**src/rtl/hazard_ctrl.sv**
```systemverilog
// hazard_ctrl: stall/flush sequencer for the 5-stage pipeline.
// Drives PC / pipeline-register enables and flushes from load-use, taken-branch,
// fetch-not-ready and MEM-busy conditions. Holds a redirect until fetch accepts it
// and keeps saturating stall / flush statistics.
//
//  state      | meaning
//  -----------+-----------------------------------------------------------
//  ST_INIT    | one cycle after reset: flush IF/ID and ID/EX, PC held
//  ST_RUN     | normal operation, hazards resolved by priority
//  ST_PEND    | taken branch seen while fetch not ready; redirect held in r_redir_q
module hazard_ctrl #(
    parameter int XLEN  = 64,
    parameter int CNT_W = 32
) (
    input  logic             clk,
    input  logic             reset,
    input  logic [4:0]       id_rs1,
    input  logic [4:0]       id_rs2,
    input  logic             id_use_rs1,
    input  logic             id_use_rs2,
    input  logic             ex_mem_read,
    input  logic [4:0]       ex_rd,
    input  logic             ex_branch_taken,
    input  logic [XLEN-1:0]  ex_branch_target,
    input  logic             imem_ready,
    input  logic             dmem_busy,
    output logic             pc_write_en,
    output logic             pc_sel,
    output logic [XLEN-1:0]  redirect_pc,
    output logic             if_id_write_en,
    output logic             if_id_flush,
    output logic             id_ex_write_en,
    output logic             id_ex_flush,
    output logic             ex_mem_write_en,
    output logic [CNT_W-1:0] stall_cycles,
    output logic [CNT_W-1:0] flush_events,
    output logic [1:0]       state_o
);

    typedef enum logic [1:0] {
        ST_INIT = 2'd0,
        ST_RUN  = 2'd1,
        ST_PEND = 2'd2
    } state_t;

    localparam logic [CNT_W-1:0] CNT_MAX = '1;

    state_t            r_state;
    logic [XLEN-1:0]   r_redir_q;
    logic [CNT_W-1:0]  r_stall_cnt;
    logic [CNT_W-1:0]  r_flush_cnt;

    logic              w_load_use;
    logic              w_branch_accept;
    logic              w_stall_cycle;

    assign w_load_use = ex_mem_read && (ex_rd != 5'd0) &&
                        ((id_use_rs1 && (id_rs1 == ex_rd)) ||
                         (id_use_rs2 && (id_rs2 == ex_rd)));

    // A branch is only acted on in RUN when MEM is not freezing the pipe.
    assign w_branch_accept = (r_state == ST_RUN) && !dmem_busy && ex_branch_taken;

    assign w_stall_cycle = ((r_state == ST_RUN) || (r_state == ST_PEND)) && !pc_write_en;

    assign stall_cycles = r_stall_cnt;
    assign flush_events = r_flush_cnt;
    assign state_o      = r_state;

    // Combinational pipeline controls from current state and hazard inputs.
    always_comb begin
        pc_write_en     = 1'b0;
        pc_sel          = 1'b0;
        redirect_pc     = '0;
        if_id_write_en  = 1'b0;
        if_id_flush     = 1'b0;
        id_ex_write_en  = 1'b0;
        id_ex_flush     = 1'b0;
        ex_mem_write_en = 1'b0;
        if (reset) begin
            if_id_flush = 1'b1;
            id_ex_flush = 1'b1;
        end else begin
            case (r_state)
                ST_INIT: begin
                    if_id_write_en  = 1'b1;
                    if_id_flush     = 1'b1;
                    id_ex_write_en  = 1'b1;
                    id_ex_flush     = 1'b1;
                    ex_mem_write_en = 1'b1;
                end
                ST_RUN: begin
                    if (dmem_busy) begin
                        // full freeze; EX re-presents any branch afterwards
                    end else if (ex_branch_taken) begin
                        pc_write_en     = imem_ready;
                        pc_sel          = 1'b1;
                        redirect_pc     = ex_branch_target;
                        if_id_write_en  = 1'b1;
                        if_id_flush     = 1'b1;
                        id_ex_write_en  = 1'b1;
                        id_ex_flush     = 1'b1;
                        ex_mem_write_en = 1'b1;
                    end else if (w_load_use) begin
                        id_ex_write_en  = 1'b1;
                        id_ex_flush     = 1'b1;
                        ex_mem_write_en = 1'b1;
                    end else if (!imem_ready) begin
                        if_id_write_en  = 1'b1;
                        if_id_flush     = 1'b1;
                        id_ex_write_en  = 1'b1;
                        ex_mem_write_en = 1'b1;
                    end else begin
                        pc_write_en     = 1'b1;
                        if_id_write_en  = 1'b1;
                        id_ex_write_en  = 1'b1;
                        ex_mem_write_en = 1'b1;
                    end
                end
                ST_PEND: begin
                    pc_sel      = 1'b1;
                    redirect_pc = r_redir_q;
                    if_id_flush = 1'b1;
                    id_ex_flush = 1'b1;
                    if (!dmem_busy) begin
                        pc_write_en     = imem_ready;
                        if_id_write_en  = 1'b1;
                        id_ex_write_en  = 1'b1;
                        ex_mem_write_en = 1'b1;
                    end
                end
                default: begin
                    if_id_flush = 1'b1;
                    id_ex_flush = 1'b1;
                end
            endcase
        end
    end

    // State sequencing and capture of the pending redirect target.
    always_ff @(posedge clk) begin
        if (reset) begin
            r_state   <= ST_INIT;
            r_redir_q <= '0;
        end else begin
            case (r_state)
                ST_INIT: r_state <= ST_RUN;
                ST_RUN: begin
                    if (w_branch_accept && !imem_ready) begin
                        r_redir_q <= ex_branch_target;
                        r_state   <= ST_PEND;
                    end
                end
                ST_PEND: begin
                    if (!dmem_busy && imem_ready) begin
                        r_state <= ST_RUN;
                    end
                end
                default: r_state <= ST_INIT;
            endcase
        end
    end

    // Saturating statistics counters.
    always_ff @(posedge clk) begin
        if (reset) begin
            r_stall_cnt <= '0;
            r_flush_cnt <= '0;
        end else begin
            if (w_stall_cycle && (r_stall_cnt != CNT_MAX)) begin
                r_stall_cnt <= r_stall_cnt + 1'b1;
            end
            if (w_branch_accept && (r_flush_cnt != CNT_MAX)) begin
                r_flush_cnt <= r_flush_cnt + 1'b1;
            end
        end
    end

endmodule
```
**config.mk**
```make
export PLATFORM = sky130hd
export DESIGN_NAME = hazard_ctrl
export DESIGN_NICKNAME = d
export VERILOG_FILES = /design/src/rtl/hazard_ctrl.sv
export SDC_FILE = /design/constraint.sdc
export NUM_CORES = 1
export LEC_CHECK = 0
export BUFFER_PORTS_ARGS = -buffer_cell sky130_fd_sc_hd__buf_2
export CAP_MARGIN = 40
export CORE_MARGIN = 2
export CORE_UTILIZATION = 35
export DETAILED_ROUTE_END_ITERATION = 7
export GPL_TIMING_DRIVEN = 1
export HOLD_SLACK_MARGIN = 0.06
export PLACE_DENSITY = 0.7
export SLEW_MARGIN = 20
export SYNTH_ARGS = -nofsm -noshare
export SYNTH_HDL_FRONTEND = slang
export SYNTH_SLANG_ARGS = --single-unit
```
**constraint.sdc**
```tcl
create_clock -name clk -period 4.1 [get_ports clk]
set_clock_uncertainty 0.05 [all_clocks]
set_input_delay 0.205 -clock clk [delete_from_list [all_inputs] [get_ports clk]]
set_output_delay 0.205 -clock clk [all_outputs]
set_load 0.1 [all_outputs]
```
==> impl_metrics.toml <==
[logic_synthesis]
avgSynthCellArea_um2 = 7.52
syn_nets = 982
syn_area_um2 = 6690
ys_seq_area_share_pct = 38.9
synth_top_area_share_pct = 38.9
yosysTopAreaCell = "dfxtp_1"
ys.warnings.count = 0
netlist-cell-type-count = 43
ys_ff_latch = 130
synth_cells = 889
ys_top_cells_by_area = "dfxtp_1, nand2_1, a22oi_1"

[power]
irDropWorstVdd_mv = 0.258
power_mw = 3.19
p_leak_nw = 3.59
power_density_nw_per_um2 = 346

[routing]
final_antenna_net_count = 0
via_per_inst = 5.24
first_pass_iters = 7
drtIter0Drc = 411
wire_per_inst_um = 14.5
routed_wl_um = 20100
via_count = 7281
drc = 0

[die]
dieArea_um2 = 20200
die_y_um = 142
fp.coreArea_um2 = 18700
io_pins = 224
dieWidth_um = 142
num_rows = 50
start_util_pct = 35.7

[job]
cap_violations = 0

[grt]
grt_max_degree = 85
grt-ovfl-total = 0
grtUsageTotal_pct = 19.3
antenna_found_initial = 0
grt_pass1_wl_um = 32200
grt_pass1_vias = 6648

[min_path]
min_path_cells = 4
hold_end = "state_o[1]"
hold_start = "imem_ready"
hold_path.class = "in -> reg"

[cts]
path_clk_slew_ns = 0.06
cts_tree = "built"
postCtsHoldBufs = 64
clock_sinks = 130
insertion_delay_ns = 0.41
cts_resized = 0
cts_buffer_depth = 2
cts_made_buffers = 17
cts-root-buf = "clkbuf_16"
htree_levels = 4
post-cts-setup-buffers = 0

[worst_setup_path]
crit_family = "buffers and inverters"
reg2reg_to = "stall_cycles[21]"
path_max_fanout = 29
cpPeakStageDelay_ns = 0.64
r2r.worst_path.cells = 7
r2r_start = "state_o[1]"
crit_path_end_kind = "output pin"
slowest_stage = "and3_2"
start_kind = "flop"
r2r_slack_ns = 1.35
path_cells = "inv_1 > ha_1 > and3_2 > buf_4 > a22oi_1 > nor2_1 > buf_2"
worstPathRequired_ns = 3.85
crit_type = "reg -> out"
critPathBufInv = 3
crit_arrival_ns = 2.88

[sta]
relSlewSlack_pct = 47.6
setup_viol = 0
final.period_utilization_pct = 76.6
finalHoldViolCount = 0
rsz0062_at_grt = "false"
drv_slew = 0
fmax_mhz = 319
tns_ns = 0
worstMarginPinSlew_ns = 0.786
finalCriticalPeriod_ns = 3.14
whs_ns = 0.183

[placed_design]
placed_area_um2 = 7970
io_buffers = 223
dp_hpwl_um = 13000
gp_congestion = 0.850

[cells_and_area]
utilization_pct = 49.2
fin_nets = 1235
final_cell_mix = "buf_2, nand2_1, dfxtp_1"
fill_cells = 1777
design_area_um2 = 9210
drive_above_1_share_pct = 25.5
mostFrequentLayoutCell = "buf_2"
syn2layout_area_growth_pct = 37.8

[run_status]
outcome = "complete, no violations"
[Yosys cell counts]
cell type  number
nand2_1       161
dfxtp_1       130
nor2_1        124
a21oi_1        93
a22oi_1        64
clkbuf_1       54
xnor2_1        22
nand4_1        21
nand3_1        20
nor3_1         18
or3_1          17
or4_1          16
nor2b_1        15
o31ai_1        14
mux2_2         12
nor4_1         12
o21ai_0        12
xor2_1         12
inv_1          10
and3_1          7
and4_1          7
ha_1            6
buf_1           5
buf_2           5
nand2b_1        4
nor4b_1         3
or2_2           3
a211oi_1        2
buf_4           2
mux2_1          2
nand3b_1        2
nand4_2         2
o311ai_0        2
a21boi_0        1
a311o_1         1
and2_1          1
mux2i_1         1
nor3_2          1
nor4_4          1
nor4b_2         1
o21ba_2         1
o31a_1          1
o41ai_1         1
[worst register-to-register path, stage by stage, from the launching register on]
cell	delay (ns)
dfxtp_1	0.39
inv_1	0.08
ha_1	0.25
a21oi_1	0.26
o31a_1	0.47
nand3b_1	0.39
nor4b_1	0.39
mux2_1	0.35
[final cells by class]
| class | count | area [um^2] | share of cell area [%] |
|---|---|---|---|
| clock inverters | 15 | 135 | 1.47 |
| flip-flops and latches | 130 | 2600 | 28.3 |
| diodes | 1 | 2.50 | 0.0272 |
| repair buffers | 300 | 1890 | 20.5 |
| multi-input cells | 683 | 3820 | 41.5 |
| inverters | 10 | 37.5 | 0.407 |
| well taps | 234 | 293 | 3.18 |
| clock buffers | 17 | 425 | 4.62 |
[flip-flops by register name, indices dropped and copies added, names as in the netlist]
signal,count
flush_events,32
r_redir_q,64
stall_cycles,32
state_o,2
[layer usage]
metal	GRT usage (%)	vias to the layer above	share of wire (%)
met5	0	-	0
met4	6.05	0	1.2
met3	4.78	20	6.7
met2	32.3	257	48
met1	24.5	3376	44
li1	-	3628	-
[through the flow]
step,setup WS (ns),std cells
6_report,0.961,1390
3_5_place_dp,1.36,1291
2_1_floorplan,0.185,889
3_3_place_gp,1.45,1291
5_1_grt,0.698,1389
4_1_cts,0.971,1387
[worst max path at each step]
stage	startpoint	endpoint	slack, ns	depth (start not counted)
2_1_floorplan	state_o[0]	redirect_pc[44]	0.19	7
3_3_place_gp	reset	stall_cycles[21]	1.45	5
3_5_place_dp	state_o[1]	stall_cycles[21]	1.36	7
4_1_cts	state_o[1]	redirect_pc[62]	0.97	7
5_1_grt	state_o[1]	redirect_pc[33]	0.70	7
6_report	state_o[1]	redirect_pc[28]	0.96	7
[report_power, final]
| group | switching (mW) | total (mW) | internal [mW] |
|---|---|---|---|
| sequential | 0.0141 | 1.30 | 1.28 |
| combinational | 0.304 | 0.447 | 0.143 |
| clock | 0.605 | 1.44 | 0.838 |
| total | 0.923 | 3.19 | 2.26 |
[cell families (layout without fill, tap and decap cells)]
kind of cell	after synthesis	count (layout)	share of synthesized area (%)
AOI/OAI and AO/OA	192	192	17.8
xor gates and xnor gates	34	34	4.45
adders and majority gates	6	6	1.12
buffers and inverters	76	342	4.47
DFF	130	130	38.9
muxes	15	15	2.51
other	0	1	0
and+or+nand+nor	436	436	30.7
(Power assumes the default switching activity.)
